[config.mk]
export PLATFORM = sky130hd
export DESIGN_NAME = pmem_loader
export DESIGN_NICKNAME = d
export VERILOG_FILES = /design/src/rtl/pmem_loader.sv
export SDC_FILE = /design/constraint.sdc
export NUM_CORES = 1
export LEC_CHECK = 0
export BUFFER_PORTS_ARGS = -buffer_cell sky130_fd_sc_hd__buf_2
export CORE_MARGIN = 2
export CORE_UTILIZATION = 54
export CTS_BUF_LIST = sky130_fd_sc_hd__clkbuf_16
export DETAILED_ROUTE_END_ITERATION = 7
export MAX_ROUTING_LAYER = met4
export PLACE_DENSITY = 0.81
export SYNTH_ARGS = -nofsm -noshare
export SYNTH_HDL_FRONTEND = slang
export SYNTH_SLANG_ARGS = --single-unit
[constraint.sdc]
create_clock -name clk -period 2.3 [get_ports clk]
set_input_delay 0.46 -clock clk [delete_from_list [all_inputs] [get_ports clk]]
set_output_delay 0.46 -clock clk [all_outputs]
set_load 0.005 [all_outputs]
[src/rtl/pmem_loader.sv]
// pmem_loader: loads the AVR program RAM from a framed UART byte stream.
// Frame: 0x55, LEN_LO, LEN_HI, LEN little-endian words, optional CK byte.
// Optional feature macro: PMEM_LOADER_CKSUM_EN (expects and verifies the CK byte).
// The core is held in reset while a frame is being loaded.

module pmem_loader #(
    parameter int          ADDR_W  = 10,
    parameter logic [23:0] TIMEOUT = 24'd1_000_000
) (
    input  logic              clk,
    input  logic              rst_n,
    input  logic [7:0]        rx_data,
    input  logic              rx_valid,
    output logic              mem_we,
    output logic [ADDR_W-1:0] mem_wa,
    output logic [15:0]       mem_wd,
    output logic              cpu_hold,
    output logic              done,
    output logic              err
);

    typedef enum logic [2:0] {
        S_IDLE,
        S_LEN_LO,
        S_LEN_HI,
        S_DAT_LO,
        S_DAT_HI,
`ifdef PMEM_LOADER_CKSUM_EN
        S_CKSUM,
`endif
        S_DONE,
        S_ERR
    } state_t;

    localparam logic [16:0] CAPACITY = 17'd1 << ADDR_W;
    localparam logic [7:0]  SYNC     = 8'h55;

    state_t              r_state, w_stateNxt;
    logic [15:0]         r_len, w_lenNxt;
    logic [7:0]          r_lo, w_loNxt;
    logic [ADDR_W:0]     r_wcnt, w_wcntNxt;
    logic [23:0]         r_tcnt, w_tcntNxt;
    logic                r_we, w_weNxt;
    logic [ADDR_W-1:0]   r_wa, w_waNxt;
    logic [15:0]         r_wd, w_wdNxt;
    logic                r_hold, w_holdNxt;
    logic                r_done, w_doneNxt;
    logic                r_err, w_errNxt;
`ifdef PMEM_LOADER_CKSUM_EN
    logic [7:0]          r_cksum, w_cksumNxt;
`endif

    logic [15:0]         w_lenFull;
    logic [ADDR_W:0]     w_wcntInc;
    logic                w_inFrame;

    assign w_lenFull = {rx_data, r_len[7:0]};
    assign w_wcntInc = r_wcnt + 1'b1;
    assign w_inFrame = (r_state != S_IDLE) && (r_state != S_DONE) && (r_state != S_ERR);

    // Frame parser: next-state, word assembly, write strobe and status flags.
    always_comb begin
        w_stateNxt = r_state;
        w_lenNxt   = r_len;
        w_loNxt    = r_lo;
        w_wcntNxt  = r_wcnt;
        w_tcntNxt  = r_tcnt;
        w_weNxt    = 1'b0;
        w_waNxt    = r_wa;
        w_wdNxt    = r_wd;
        w_holdNxt  = r_hold;
        w_doneNxt  = r_done;
        w_errNxt   = r_err;
`ifdef PMEM_LOADER_CKSUM_EN
        w_cksumNxt = r_cksum;
`endif

        if (rx_valid) begin
            w_tcntNxt = 24'd0;
        end else if (w_inFrame) begin
            w_tcntNxt = r_tcnt + 24'd1;
        end

        if (rx_valid) begin
            case (r_state)
                S_IDLE, S_DONE, S_ERR: begin
                    if (rx_data == SYNC) begin
                        w_stateNxt = S_LEN_LO;
                        w_holdNxt  = 1'b1;
                        w_doneNxt  = 1'b0;
                        w_errNxt   = 1'b0;
                        w_wcntNxt  = '0;
                        w_waNxt    = '0;
`ifdef PMEM_LOADER_CKSUM_EN
                        w_cksumNxt = 8'd0;
`endif
                    end
                end
                S_LEN_LO: begin
                    w_lenNxt   = {8'd0, rx_data};
                    w_stateNxt = S_LEN_HI;
`ifdef PMEM_LOADER_CKSUM_EN
                    w_cksumNxt = r_cksum + rx_data;
`endif
                end
                S_LEN_HI: begin
                    w_lenNxt = w_lenFull;
`ifdef PMEM_LOADER_CKSUM_EN
                    w_cksumNxt = r_cksum + rx_data;
`endif
                    if ({1'b0, w_lenFull} > CAPACITY) begin
                        w_stateNxt = S_ERR;
                        w_errNxt   = 1'b1;
                    end else if (w_lenFull == 16'd0) begin
`ifdef PMEM_LOADER_CKSUM_EN
                        w_stateNxt = S_CKSUM;
`else
                        w_stateNxt = S_DONE;
                        w_doneNxt  = 1'b1;
                        w_holdNxt  = 1'b0;
`endif
                    end else begin
                        w_stateNxt = S_DAT_LO;
                    end
                end
                S_DAT_LO: begin
                    w_loNxt    = rx_data;
                    w_stateNxt = S_DAT_HI;
`ifdef PMEM_LOADER_CKSUM_EN
                    w_cksumNxt = r_cksum + rx_data;
`endif
                end
                S_DAT_HI: begin
                    w_weNxt   = 1'b1;
                    w_waNxt   = r_wcnt[ADDR_W-1:0];
                    w_wdNxt   = {rx_data, r_lo};
                    w_wcntNxt = w_wcntInc;
`ifdef PMEM_LOADER_CKSUM_EN
                    w_cksumNxt = r_cksum + rx_data;
`endif
                    if (32'(w_wcntInc) == 32'(r_len)) begin
`ifdef PMEM_LOADER_CKSUM_EN
                        w_stateNxt = S_CKSUM;
`else
                        w_stateNxt = S_DONE;
                        w_doneNxt  = 1'b1;
                        w_holdNxt  = 1'b0;
`endif
                    end else begin
                        w_stateNxt = S_DAT_LO;
                    end
                end
`ifdef PMEM_LOADER_CKSUM_EN
                S_CKSUM: begin
                    if (rx_data == r_cksum) begin
                        w_stateNxt = S_DONE;
                        w_doneNxt  = 1'b1;
                        w_holdNxt  = 1'b0;
                    end else begin
                        w_stateNxt = S_ERR;
                        w_errNxt   = 1'b1;
                    end
                end
`endif
                default: begin
                    w_stateNxt = S_IDLE;
                end
            endcase
        end else if (w_inFrame && (r_tcnt == TIMEOUT - 24'd1)) begin
            w_stateNxt = S_ERR;
            w_errNxt   = 1'b1;
        end
    end

    // State and datapath registers; reset aborts any frame and releases the core.
    always_ff @(posedge clk or negedge rst_n) begin
        if (!rst_n) begin
            r_state <= S_IDLE;
            r_len   <= 16'd0;
            r_lo    <= 8'd0;
            r_wcnt  <= '0;
            r_tcnt  <= 24'd0;
            r_we    <= 1'b0;
            r_wa    <= '0;
            r_wd    <= 16'd0;
            r_hold  <= 1'b0;
            r_done  <= 1'b0;
            r_err   <= 1'b0;
`ifdef PMEM_LOADER_CKSUM_EN
            r_cksum <= 8'd0;
`endif
        end else begin
            r_state <= w_stateNxt;
            r_len   <= w_lenNxt;
            r_lo    <= w_loNxt;
            r_wcnt  <= w_wcntNxt;
            r_tcnt  <= w_tcntNxt;
            r_we    <= w_weNxt;
            r_wa    <= w_waNxt;
            r_wd    <= w_wdNxt;
            r_hold  <= w_holdNxt;
            r_done  <= w_doneNxt;
            r_err   <= w_errNxt;
`ifdef PMEM_LOADER_CKSUM_EN
            r_cksum <= w_cksumNxt;
`endif
        end
    end

    assign mem_we   = r_we;
    assign mem_wa   = r_wa;
    assign mem_wd   = r_wd;
    assign cpu_hold = r_hold;
    assign done     = r_done;
    assign err      = r_err;

endmodule

[Word level (Yosys, flattened, before mapping)]
Index checks and enable logic that the tools add are counted.
Storage, ports and cells
  output and inout port bits: 30
  register bits: 92
Cells by class
  order comparisons: 1
  reductions and logical operators: 20
  add/sub/neg operators: 2
  bitwise logic cells: 1
  muxes and demuxes: 30
  eq/ne operators: 18
Operator list (number)
  24-bit 2-to-1 mux: 2
  16-bit one-hot mux with 2 select lines: 1
  24-bit by 1-bit adder with 24-bit output, second input constant: 1
  24-bit by 20-bit equality test with 1-bit output, second input constant: 1
  11-bit one-hot mux with 2 select lines: 1
  10-bit one-hot mux with 2 select lines: 1
  3-bit 2-to-1 mux: 6
  11-bit by 16-bit equality test with 1-bit output: 1
  16-bit by 11-bit greater-than comparator with 1-bit output, second input constant: 1
  16-bit zero test: 1
  3-bit one-hot mux with 5 select lines: 1
  1-bit 2-to-1 mux: 13
  3-bit inequality test, second input constant: 4
  11-bit by 1-bit adder with 11-bit output, second input constant: 1
  11-bit 2-to-1 mux: 1
  10-bit 2-to-1 mux: 1
  3-bit equality test, second input constant: 3
  8-bit by 7-bit equality test with 1-bit output, second input constant: 1
  2-bit inequality test, second input constant: 4
  2-bit AND reduction: 4
  2-bit nonzero test: 4
  3-bit by 2-bit equality test with 1-bit output, second input constant: 2
  1-bit one-hot mux with 3 select lines: 2
  3-bit AND reduction: 2
  other kinds (10): 13

[Depth between registers and ports, before layout]
Gate-level depths: netlist (run 1).
  depth after elaboration: 6
  mapped depth: 8

[Worst setup path after synthesis (run 1)]
OpenSTA, ideal clock, no wires.
  path type: reg2reg
  from: register r_wcnt[0]
  to: register r_state[2]
  arrival time: 2.365 ns
  period minus slack after synthesis: 2.433 ns
  setup time: 0.068 ns
  path slack: -0.133 ns
  stages on the path, launching flop included: 9
  buffers on the path: 1
  cell sequence: dfrtp_1 ha_1 buf_6 xor3_1 or3_1 a211oi_2 o21ai_2 a2111oi_4 o221a_1
On the way
  longest elaborated chain between the ends: 5
RTL lines
  start, declared: RTL line 41  | logic [ADDR_W:0] r_wcnt, w_wcntNxt;
  start signal, assigned: RTL line 196  | r_wcnt <= w_wcntNxt;
  11-bit by 1-bit adder with 11-bit output: RTL line 58  | assign w_wcntInc = r_wcnt + 1'b1;
  11-bit by 16-bit equality test with 1-bit output: RTL line 141  | if (32'(w_wcntInc) == 32'(r_len)) begin
  3-bit 2-to-1 mux: RTL line 141
  3-bit one-hot mux with 5 select lines: RTL line 85  | case (r_state)
  3-bit 2-to-1 mux: RTL line 84  | if (rx_valid) begin
  end signal, assigned: RTL line 193  | r_state <= w_stateNxt;
  end, declared: RTL line 38  | state_t r_state, w_stateNxt;
Every way passes these cells.
A chain may end at the register's enable or synchronous reset.

[Worst setup path after layout (run 1)]
  from: register r_wcnt[10]
  to: register r_state[2]
Same word-level chain as after synthesis.

==> out/results.txt, run 1 <==
Status - complete, no violations
Final core occ - 0.643
Netlist cell types - 58
Final Total Pwr - 0.00567 W
CP Launch Type - flop
CTS tree - built
Most frequent cells in the layout - nand2_1 (112), dfrtp_1 (91), nor2_1 (48)
Async S/R FF share, synth - 1.00
Share of cells above drive strength 1 - 0.200
Max frequency - 440 MHz
First-pass GRT wire length - 18.0 mm
Seq/Total Area, Yosys - 0.502
GP Congestion - 1.01
Core area - 8220 um2
# clock sinks - 92
Post-synth top flop - dfrtp_1
Tightest Pin Transition - 0.607 ns
Simple-gate portion of the synthesized area - 0.239
CTS Buffer Depth - 2
Xor and xnor fraction of the mapped netlist area - 0.0721
Tcrit/Tclk final - 0.987
Die X-Extent - 96.1 um
RSZ-0062 raised after global routing - true
Die Footprint - 9240 um2
Max_cap viols - 0
Compound-Gate Fraction of Synth Area - 0.0904
Worst vdd ir - 0.776 mV
Vias in the first global route - 3740
Total CTS buffers - 9
Min Hold Slack - 0.0612 ns
Critical path arrival - 2.54 ns
Syn nets - 495
Worst Path Required - 2.57 ns
Initial antenna violation count - 0
Post-Synth Adder-Cell Area - 0.00546
Commonest non-fill, non-tap cell in the layout - nand2_1
Slew Limit Fails - 0
Estimated wirelength of the detail-placed design - 7.21 mm
Worst rel slew slack - 0.594
Antenna Nets Post-Route - 0
Total Routed Length - 10.4 mm
Placed Area - 4920 um2
Nets - 552
DRT iter0 DRCs - 266
Die Height - 96.1 um
CTS H-Tree Depth - 3
Design area - 5290 um2
Gr usage total - 0.261
Yosys synthesis warning count - 0
Number of synthesized register bits - 92
Mapped cell area - 4580 um2
Area growth, synth to finish - 15.3%
DRT Pass-1 Iters - 4
Setup violators final - 0
Critical Path End Type - flop
P per Cell Area - 1070 nW/um2
Clock transition at the registers of the reported paths - 0.06 ns
Pin count of the biggest net entering global routing - 39
Max Clock Skew - 0.00439 ns
Clock Latency Late Sink - 0.34 ns
Syn Inst Count - 482
Hold_buf cts - 0
Synthesized area per cell - 9.51 um2
DR vias/cell - 5.64
Kind of critical path - reg2reg
Overflow after GRT - 0
Post-synth EDFFs - 0
Mux cell area share after synthesis - 0.0415
Hold Fails Final Rpt - 0
Clk root buf - clkbuf_16
WL/cell - 16.1 um
Main combinational cell family by area after synthesis - simple AND/OR/NAND/NOR gates
Worst Hold Class - in2async
Total I/O pin count - 41
R2R setup slack - 0.03 ns
Fillers - 666
DR vias - 3661
Final min period - 2.27 ns
Row count - 33
Critical path peak fanout - 4
Diode count - 0
Static Leak - 2.45 nW
Starting Density - 0.558
Port bufs - 40
Post-route DRC - 0
==> logic make-up (layout without fill, tap and decap cells) <==
logic type | count (synthesis) | count (layout)
compound gates | 63 | 63
xor+xnor | 36 | 36
fa+ha+maj | 2 | 2
buf+inv | 31 | 93
flops | 92 | 92
mux | 17 | 17
simple gates | 241 | 241
==> report_power, final <==
group          total (W)  internal [W]  switching (W)
logic            0.00174      0.000842       0.000902
registers        0.00239       0.00205       0.000338
clock network    0.00154      0.000939       0.000605
==> through the flow <==
step,TNS [ns],setup slack (ns),std cells
floorplan,0,0.103,482
global placement,0,0.0676,628
detailed placement,0,0.0111,628
CTS,0,0.0346,644
global route,-0.141,-0.0681,649
finish,0,0.0289,649
==> worst paths after layout <==
path                                        startpoint                      to  cells after the start
worst max-delay path            r_wcnt[10]$_DFFE_PN0P_  r_state[2]$_DFFE_PN0P_                      6
worst min-delay path                             rst_n   r_wcnt[9]$_DFFE_PN0P_                      1
min in group clk                            rx_data[7]  mem_wd[15]$_DFFE_PN0P_                      3
worst max register to register  r_wcnt[10]$_DFFE_PN0P_  r_state[2]$_DFFE_PN0P_                      6
max in group asynchronous                        rst_n   r_wcnt[2]$_DFFE_PN0P_                      2
worst min register to register     r_lo[1]$_DFFE_PN0P_   mem_wd[1]$_DFFE_PN0P_                      2
==> layer usage <==
metal  track usage  wire, um  vias up  part of all wire
met3        0.0501       607       19             0.058
met2         0.412      5150      117              0.49
li1              -         -     1745                 -
met1         0.332      4490     1780              0.43
met4         0.110       197        0             0.019
met5             -         0        -                 0
==> cell type report <==
type                    instances  area, um2  area share
well taps                     105        131      0.0249
multi-input cells             359       2070       0.392
clock buffers                   9        225      0.0426
repair buffers                 71        448      0.0848
flip-flops and latches         92       2300       0.436
inverters                       6       22.5     0.00426
clock inverters                 7       83.8      0.0159
==> flip-flops by register name (all words and copies together) (netlist names) <==
register / flops
r_state: 3
mem_wd: 16
r_len: 16
r_wcnt: 11
err: 1
r_tcnt: 24
done: 1
mem_wa: 10
cpu_hold: 1
mem_we: 1
r_lo: 8
==> Yosys cell counts (all sizes together), types with 2 or more instances <==
library cell | instances | area share
nor3 | 8 | 0.0087
nand4b | 2 | 0.0038
nor2b | 9 | 0.012
and4 | 2 | 0.0038
o41ai | 2 | 0.0038
o31ai | 3 | 0.0049
and2 | 3 | 0.0041
a211oi | 3 | 0.0060
nor4b | 2 | 0.0038
clkbuf | 17 | 0.016
nand2 | 112 | 0.092
xnor2 | 19 | 0.036
buf | 5 | 0.0068
nand3b | 2 | 0.0033
and3 | 8 | 0.011
or4 | 2 | 0.0033
bufbuf | 3 | 0.021
inv | 5 | 0.0041
or3 | 7 | 0.0096
nand4 | 5 | 0.0068
nor4 | 5 | 0.0068
mux2 | 16 | 0.039
nor2 | 48 | 0.039
ha | 2 | 0.0055
dfrtp | 92 | 0.50
a21oi | 9 | 0.0098
or2b | 2 | 0.0036
o21ai | 32 | 0.036
xor2 | 16 | 0.031
nand3 | 23 | 0.025
==> critical path, cell delays in order, from the launching register on <==
cell	delay [ns]
dfrtp_1	0.44
xor3_1	0.35
or3_1	0.37
a211oi_2	0.22
o21ai_2	0.10
a2111oi_4	0.47
o221a_1	0.26
==> timing repair <==
action	in CTS	in global routing
gates resized for setup	1	2
setup buffers	0	5
cloned	0	0
pin swaps	0	4
setup endpoints to repair	1	4
No activity file was read; power rests on OpenSTA's default activity.
==> run 2, diff against run 1 <==
--- a/config.mk
+++ b/config.mk
@@ -16,2 +16,3 @@
 export SYNTH_HDL_FRONTEND = slang
 export SYNTH_SLANG_ARGS = --single-unit
+export TNS_END_PERCENT = 1
==> constraint.sdc (replaced) <==
create_clock -name clk -period 2.3 [get_ports clk]
set_input_delay 0.23 -clock clk [delete_from_list [all_inputs] [get_ports clk]]
set_output_delay 0.23 -clock clk [all_outputs]
set_load 0.005 [all_outputs]
==> out/results.txt, run 2 (same netlist as run 1, synthesis figures left out) <==
P per Cell Area - 1060 nW/um2 (-1.6%)
Critical path peak fanout - 4 (unchanged)
Total CTS buffers - 9 (unchanged)
First-pass GRT wire length - 17.3 mm (-3.6%)
Status - complete, no violations
Max Clock Skew - 0.00620 ns (+0.00181 ns)
Diode count - 0 (unchanged)
Post-route DRC - 0 (unchanged)
Total I/O pin count - 41 (unchanged)
Die X-Extent - 96.1 um (unchanged)
Worst vdd ir - 0.636 mV (-18%)
Setup TNS - 0 ns (unchanged)
Slew Limit Fails - 0 (unchanged)
Vias in the first global route - 3550 (-5.1%)
Worst Hold Class - in2reg
Hold Fails Final Rpt - 0 (unchanged)
Combinational share of power - 0.305 (-0.002)
Share of cells above drive strength 1 - 0.192 (-0.00856)
Starting Density - 0.558 (unchanged)
Row count - 33 (unchanged)
Antenna Nets Post-Route - 0 (unchanged)
Psw - 0.00190 W (+3.2%)
CTS Buffer Depth - 2 (unchanged)
Static Leak - 2.40 nW (-2.0%)
Clk root buf - clkbuf_16
Die Height - 96.1 um (unchanged)
Gr usage total - 0.251 (-0.0100)
DR vias - 3680 (+0.52%)
# clock sinks - 92 (unchanged)
Busiest metal layer after global routing - met2
Clock Latency Late Sink - 0.34 ns (about the same)
CTS tree - built
Max frequency - 439 MHz (-0.28%)
Switching Share - 0.347 (+0.0215)
DRT Pass-1 Iters - 5 (+1)
Final min period - 2.28 ns (+0.00636 ns)
Overflow after GRT - 0 (unchanged)
Critical Path End Type - flop
DR vias/cell - 5.73 (+1.6%)
Port bufs - 40 (unchanged)
Met2 Use GR - 0.406 (-0.00637)
Setup violators final - 0 (unchanged)
Kind of critical path - reg2reg
Design area - 5200 um2 (-1.6%)
Placed Area - 4890 um2 (-0.71%)
Most frequent cells in the layout - nand2_1 (112), dfrtp_1 (92), nor2_1 (48)
Tcrit/Tclk final - 0.990 (+0.00277)
Clock power frac - 0.263 (-0.009)
Estimated wirelength of the detail-placed design - 7.08 mm (-1.8%)
RSZ-0062 raised after global routing - true
CTS H-Tree Depth - 3 (unchanged)
Nets - 545 (-1.3%)
Post-CTS setup buffers - 0 (unchanged)
Core area - 8220 um2 (unchanged)
Global routing usage on met3 - 0.0470 (-0.00313)
Sequential share of power - 0.431 (+0.010)
WL/cell - 15.9 um (-1.1%)
Most flop-heavy register - r_tcnt
Worst Path Required - 2.58 ns (about the same)
GR met1 Demand/Resource - 0.327 (-0.00484)
CP Launch Type - flop
DRT iter0 DRCs - 218 (-18%)
Int Pwr - 0.00359 W (-6.3%)
Max_cap viols - 0 (unchanged)
Worst rel slew slack - 0.568 (-0.0254)
Max reg flops - 24 (unchanged)
Clock transition at the registers of the reported paths - 0.07 ns (about the same)
GP Congestion - 0.887 (-12%)
Initial antenna violation count - 0 (unchanged)
Pin count of the biggest net entering global routing - 49 (+26%)
Fillers - 672 (+0.90%)
Tightest Pin Transition - 0.645 ns (+0.0379 ns)
Commonest non-fill, non-tap cell in the layout - nand2_1
Area growth, synth to finish - 13.5%
Total Routed Length - 10.2 mm (-2.2%)
Critical path arrival - 2.56 ns (+0.02 ns)
Die Footprint - 9240 um2 (unchanged)
run 2: changes by cell type in the layout (fill, tap and decap cells not counted), moves of 2 or more:
| cell | before | now |
|---|---|---|
| bufinv_16 | 2 | 0 |
| clkinv_4 | 0 | 3 |
| inv_1 | 7 | 5 |
| inv_8 | 0 | 2 |
| buf_4 | 31 | 24 |
run 2: what timing repair did:
item	4_1_cts	5_1_grt
endpoints found under the hold margin	45	0
resized for setup	0	1
setup endpoints to repair	0	7
hold buffers	1	0
run 2: power by group through the flow:
stage / combinational [W] / clock [W] / sequential, W
after global placement: 0.00159 / 0 / 0.00236
after CTS: 0.00168 / 0.00148 / 0.00236
after floorplan: 0.00115 / 0 / 0.00232
after global routing: 0.00185 / 0.00153 / 0.00242
final: 0.00168 / 0.00145 / 0.00237
after detailed placement: 0.00166 / 0 / 0.00239
run 2: path summary, 6_finish.rpt:
path                                            start                endpoint  slack (ns)  cells past startpoint
max in group asynchronous                       rst_n   r_len[13]$_DFFE_PN0P_        1.17                      3
worst min register to register  r_len[12]$_DFFE_PN0P_   r_len[12]$_DFFE_PN0P_        0.47                      2
min in group asynchronous                       rst_n    r_len[9]$_DFFE_PN0P_        0.44                      2
worst min-delay path                       rx_data[5]  mem_wd[13]$_DFFE_PN0P_        0.16                      3
worst max register to register  r_len[11]$_DFFE_PN0P_  r_state[2]$_DFFE_PN0P_        0.02                      5
worst max-delay path            r_len[11]$_DFFE_PN0P_  r_state[2]$_DFFE_PN0P_        0.02                      5
run 2: area by class of cell:
cell class | instances | area (um2) | share of cell area
timing repair buffer | 64 | 385 | 0.0741
clock inverter | 7 | 72.6 | 0.0140
inverter | 6 | 22.5 | 0.00433
sequential | 92 | 2300 | 0.443
multi-input combinational | 359 | 2060 | 0.396
tap | 105 | 131 | 0.0253
clock buffer | 9 | 225 | 0.0433
run 2: metrics by stage:
step | util | setup slack (ns) | hold slack (ns) | power (W) | cells
3_3_place_gp | 0.595 | 0.110 | 0.273 | 0.00395 | 625
2_1_floorplan | - | 0.103 | -0.0656 | 0.00347 | 482
6_report | 0.633 | 0.0225 | 0.163 | 0.00549 | 642
4_1_cts | 0.632 | 0.0387 | 0.155 | 0.00552 | 642
3_5_place_dp | 0.595 | 0.0555 | 0.287 | 0.00405 | 625
5_1_grt | 0.633 | -0.0711 | 0.174 | 0.00580 | 642
run 2: worst max-delay path, cell delays in order, from the launching register on:
cell and delay, ns:
dfrtp_1 0.39, or4_1 0.51, nor4_1 0.37, nand4_1 0.21, a2111oi_4 0.47, o221a_1 0.27
run 2: metal layers:
layer	vias up	wire, um
met5	-	0
met4	0	163
met3	15	523
met2	120	5090
met1	1807	4440
li1	1738	-
==> run 3, diff against run 2 <==
Settings changed: CORE_UTILIZATION 54 to 35, PLACE_DENSITY 0.81 to 0.59, RECOVER_POWER set to 100.
==> out/results.txt, run 3 (same netlist as run 1, synthesis figures left out) <==
Status - complete, no violations
Initial antenna violation count - 0 (unchanged)
Total Routed Length - 10.6 mm (+3.7%)
Clock Latency Late Sink - 0.35 ns (about the same)
Diode count - 0 (unchanged)
Antenna Nets Post-Route - 0 (unchanged)
Total I/O pin count - 41 (unchanged)
Critical hold path startpoint - rx_data[5]
Estimated wirelength of the detail-placed design - 7.35 mm (+3.7%)
Worst Path Buf+Inv - 1 (+1)
DR vias - 3617 (-1.7%)
WL/cell - 14.9 um (-6.4%)
Tcrit/Tclk final - 0.987 (-0.00284)
GP Congestion - 0.867 (-2.3%)
RSZ-0062 raised after global routing - true
DRT iter0 DRCs - 257 (+18%)
Clock transition at the registers of the reported paths - 0.07 ns (about the same)
Most flop-heavy register - r_tcnt
Nets - 547 (+0.37%)
CTS H-Tree Depth - 3 (unchanged)
Starting Density - 0.360 (-0.197)
Share of cells above drive strength 1 - 0.174 (-0.0174)
Psw - 0.00189 W (-0.86%)
First-pass GRT wire length - 18.1 mm (+4.4%)
Non-Filler Instances - 711 (+11%)
Setup TNS - 0 ns (unchanged)
Top delay family on crit path - compound AO/OA/AOI/OAI gates
Max_cap viols - 0 (unchanged)
Crit-path slowest cell - dfrtp_1
Sequential share of power - 0.412 (-0.019)
P per Cell Area - 1080 nW/um2 (+2.4%)
Final worst slack - 0.0291 ns (+0.00653 ns)
Vias in the first global route - 3620 (+2.0%)
Reg2Reg Depth - 8 (+3)
R2r startpoint - r_wcnt[1]$_DFFE_PN0P_
Max reg flops - 24 (unchanged)
Hold Fails Final Rpt - 0 (unchanged)
Static Leak - 2.39 nW (-0.56%)
Beginning of the critical path - r_wcnt[1]$_DFFE_PN0P_
Die Height - 118 um (+23%)
Worst rel slew slack - 0.147 (-0.421)
Worst Hold Class - in2reg
Pre-CTS setup slack - 0.0508 ns (-0.00469 ns)
Tightest Pin Transition - 1.28 ns (+0.634 ns)
Fillers - 1276 (+90%)
Core area - 12700 um2 (+55%)
Critical path peak fanout - 4 (unchanged)
CTS tree - built
Kind of critical path - reg2reg
Path length in cells of the critical path - 8 (+3)
Slew Limit Fails - 0 (unchanged)
Max frequency - 440 MHz (+0.29%)
Clock power frac - 0.304 (+0.041)
Worst setup path endpoint - r_state[2]$_DFFE_PN0P_
Combinational share of power - 0.283 (-0.022)
Worst Path Required - 2.59 ns (about the same)
R2R setup slack - 0.03 ns (about the same)
Max stage delay on crit path - 0.41 ns (-0.10 ns)
Overflow after GRT - 0 (unchanged)
Critical path arrival - 2.56 ns (about the same)
# clock sinks - 92 (unchanged)
R2R Path End - r_state[2]$_DFFE_PN0P_
Row count - 41 (+24%)
CTS Buffer Depth - 2 (unchanged)
Area growth, synth to finish - 16.5%
Max Clock Skew - 0.00761 ns (+0.00141 ns)
Setup violators final - 0 (unchanged)
Worst vdd ir - 0.370 mV (-42%)
Final min period - 2.27 ns (-0.00653 ns)
Worst path cell trace - ha_4 > xor2_1 > and3_1 > o21bai_1 > a221o_2 > a2111oi_4 > buf_4 > o221a_1
Die Footprint - 14000 um2 (+52%)
DRT Pass-1 Iters - 4 (-1)
Min Hold Slack - 0.146 ns (-0.0164 ns)
DR vias/cell - 5.09 (-11%)
Gr usage total - 0.167 (-0.0842)
Clk root buf - clkbuf_16
Commonest non-fill, non-tap cell in the layout - nand2_1
Placed cells - 693 (+11%)
Int Pwr - 0.00389 W (+8.3%)
Most frequent cells in the layout - nand2_1 (112), dfrtp_1 (92), nor2_1 (47)
Total CTS buffers - 9 (unchanged)
Switching Share - 0.327 (-0.0197)
Post-route DRC - 0 (unchanged)
Critical Path End Type - flop
Port bufs - 40 (unchanged)
CP Launch Type - flop
Pin count of the biggest net entering global routing - 53 (+8.2%)
Die X-Extent - 118 um (+23%)
==> run 3: through the flow <==
step	area (um2)	total power, W	util
floorplan	4580	0.00347	-
global placement	4990	0.00400	0.392
detailed placement	4990	0.00406	0.392
CTS	5360	0.00583	0.421
global route	5340	0.00616	0.420
finish	5340	0.00577	0.420
==> run 3: final cells by class <==
type / instances / area (um2) / share of cell area
clock inverters: 7 / 129 / 0.0241
clock buffers: 9 / 225 / 0.0422
multi-input cells: 359 / 2080 / 0.389
well taps: 172 / 215 / 0.0403
flip-flops and latches: 92 / 2300 / 0.431
repair buffers: 66 / 367 / 0.0687
inverters: 6 / 22.5 / 0.00422
==> run 3: power by group through the flow <==
stage | Clock (W) | Sequential (W) | Combinational [W]
after global routing | 0.00187 | 0.00244 | 0.00186
after CTS | 0.00179 | 0.00237 | 0.00167
after detailed placement | 0 | 0.00239 | 0.00167
after floorplan | 0 | 0.00232 | 0.00115
final | 0.00176 | 0.00238 | 0.00164
after global placement | 0 | 0.00238 | 0.00162
==> run 3: what timing repair did <==
| item | 4_1_cts | 5_1_grt |
|---|---|---|
| endpoints found under the setup margin | 0 | 8 |
| resized for setup | 0 | 4 |
| hold buffers | 1 | 0 |
| buffers inserted | 0 | 1 |
| hold endpoints to repair | 50 | 0 |
==> run 3: worst min-delay path by stage <==
stage | endpoint | slack [ns] | depth (start not counted)
floorplan | cpu_hold$_DFFE_PN0P_ | -0.07 | 0
global placement | mem_wd[10]$_DFFE_PN0P_ | 0.32 | 1
detailed placement | mem_wd[10]$_DFFE_PN0P_ | 0.32 | 1
CTS | mem_wd[11]$_DFFE_PN0P_ | 0.14 | 3
global route | mem_wd[11]$_DFFE_PN0P_ | 0.16 | 3
finish | mem_wd[13]$_DFFE_PN0P_ | 0.15 | 3
==> run 3: tightest hold or removal path, stage by stage <==
cell and delay, ns:
buf_2 0.14, nand2_1 0.06, nand2_1 0.04
==> run 3: layer usage <==
layer,up-vias,routed length [um],GRT usage
met3,22,357,0.0314
met5,-,0,-
met2,65,5370,0.262
li1,1742,-,-
met4,0,268,0.0871
met1,1788,4590,0.206
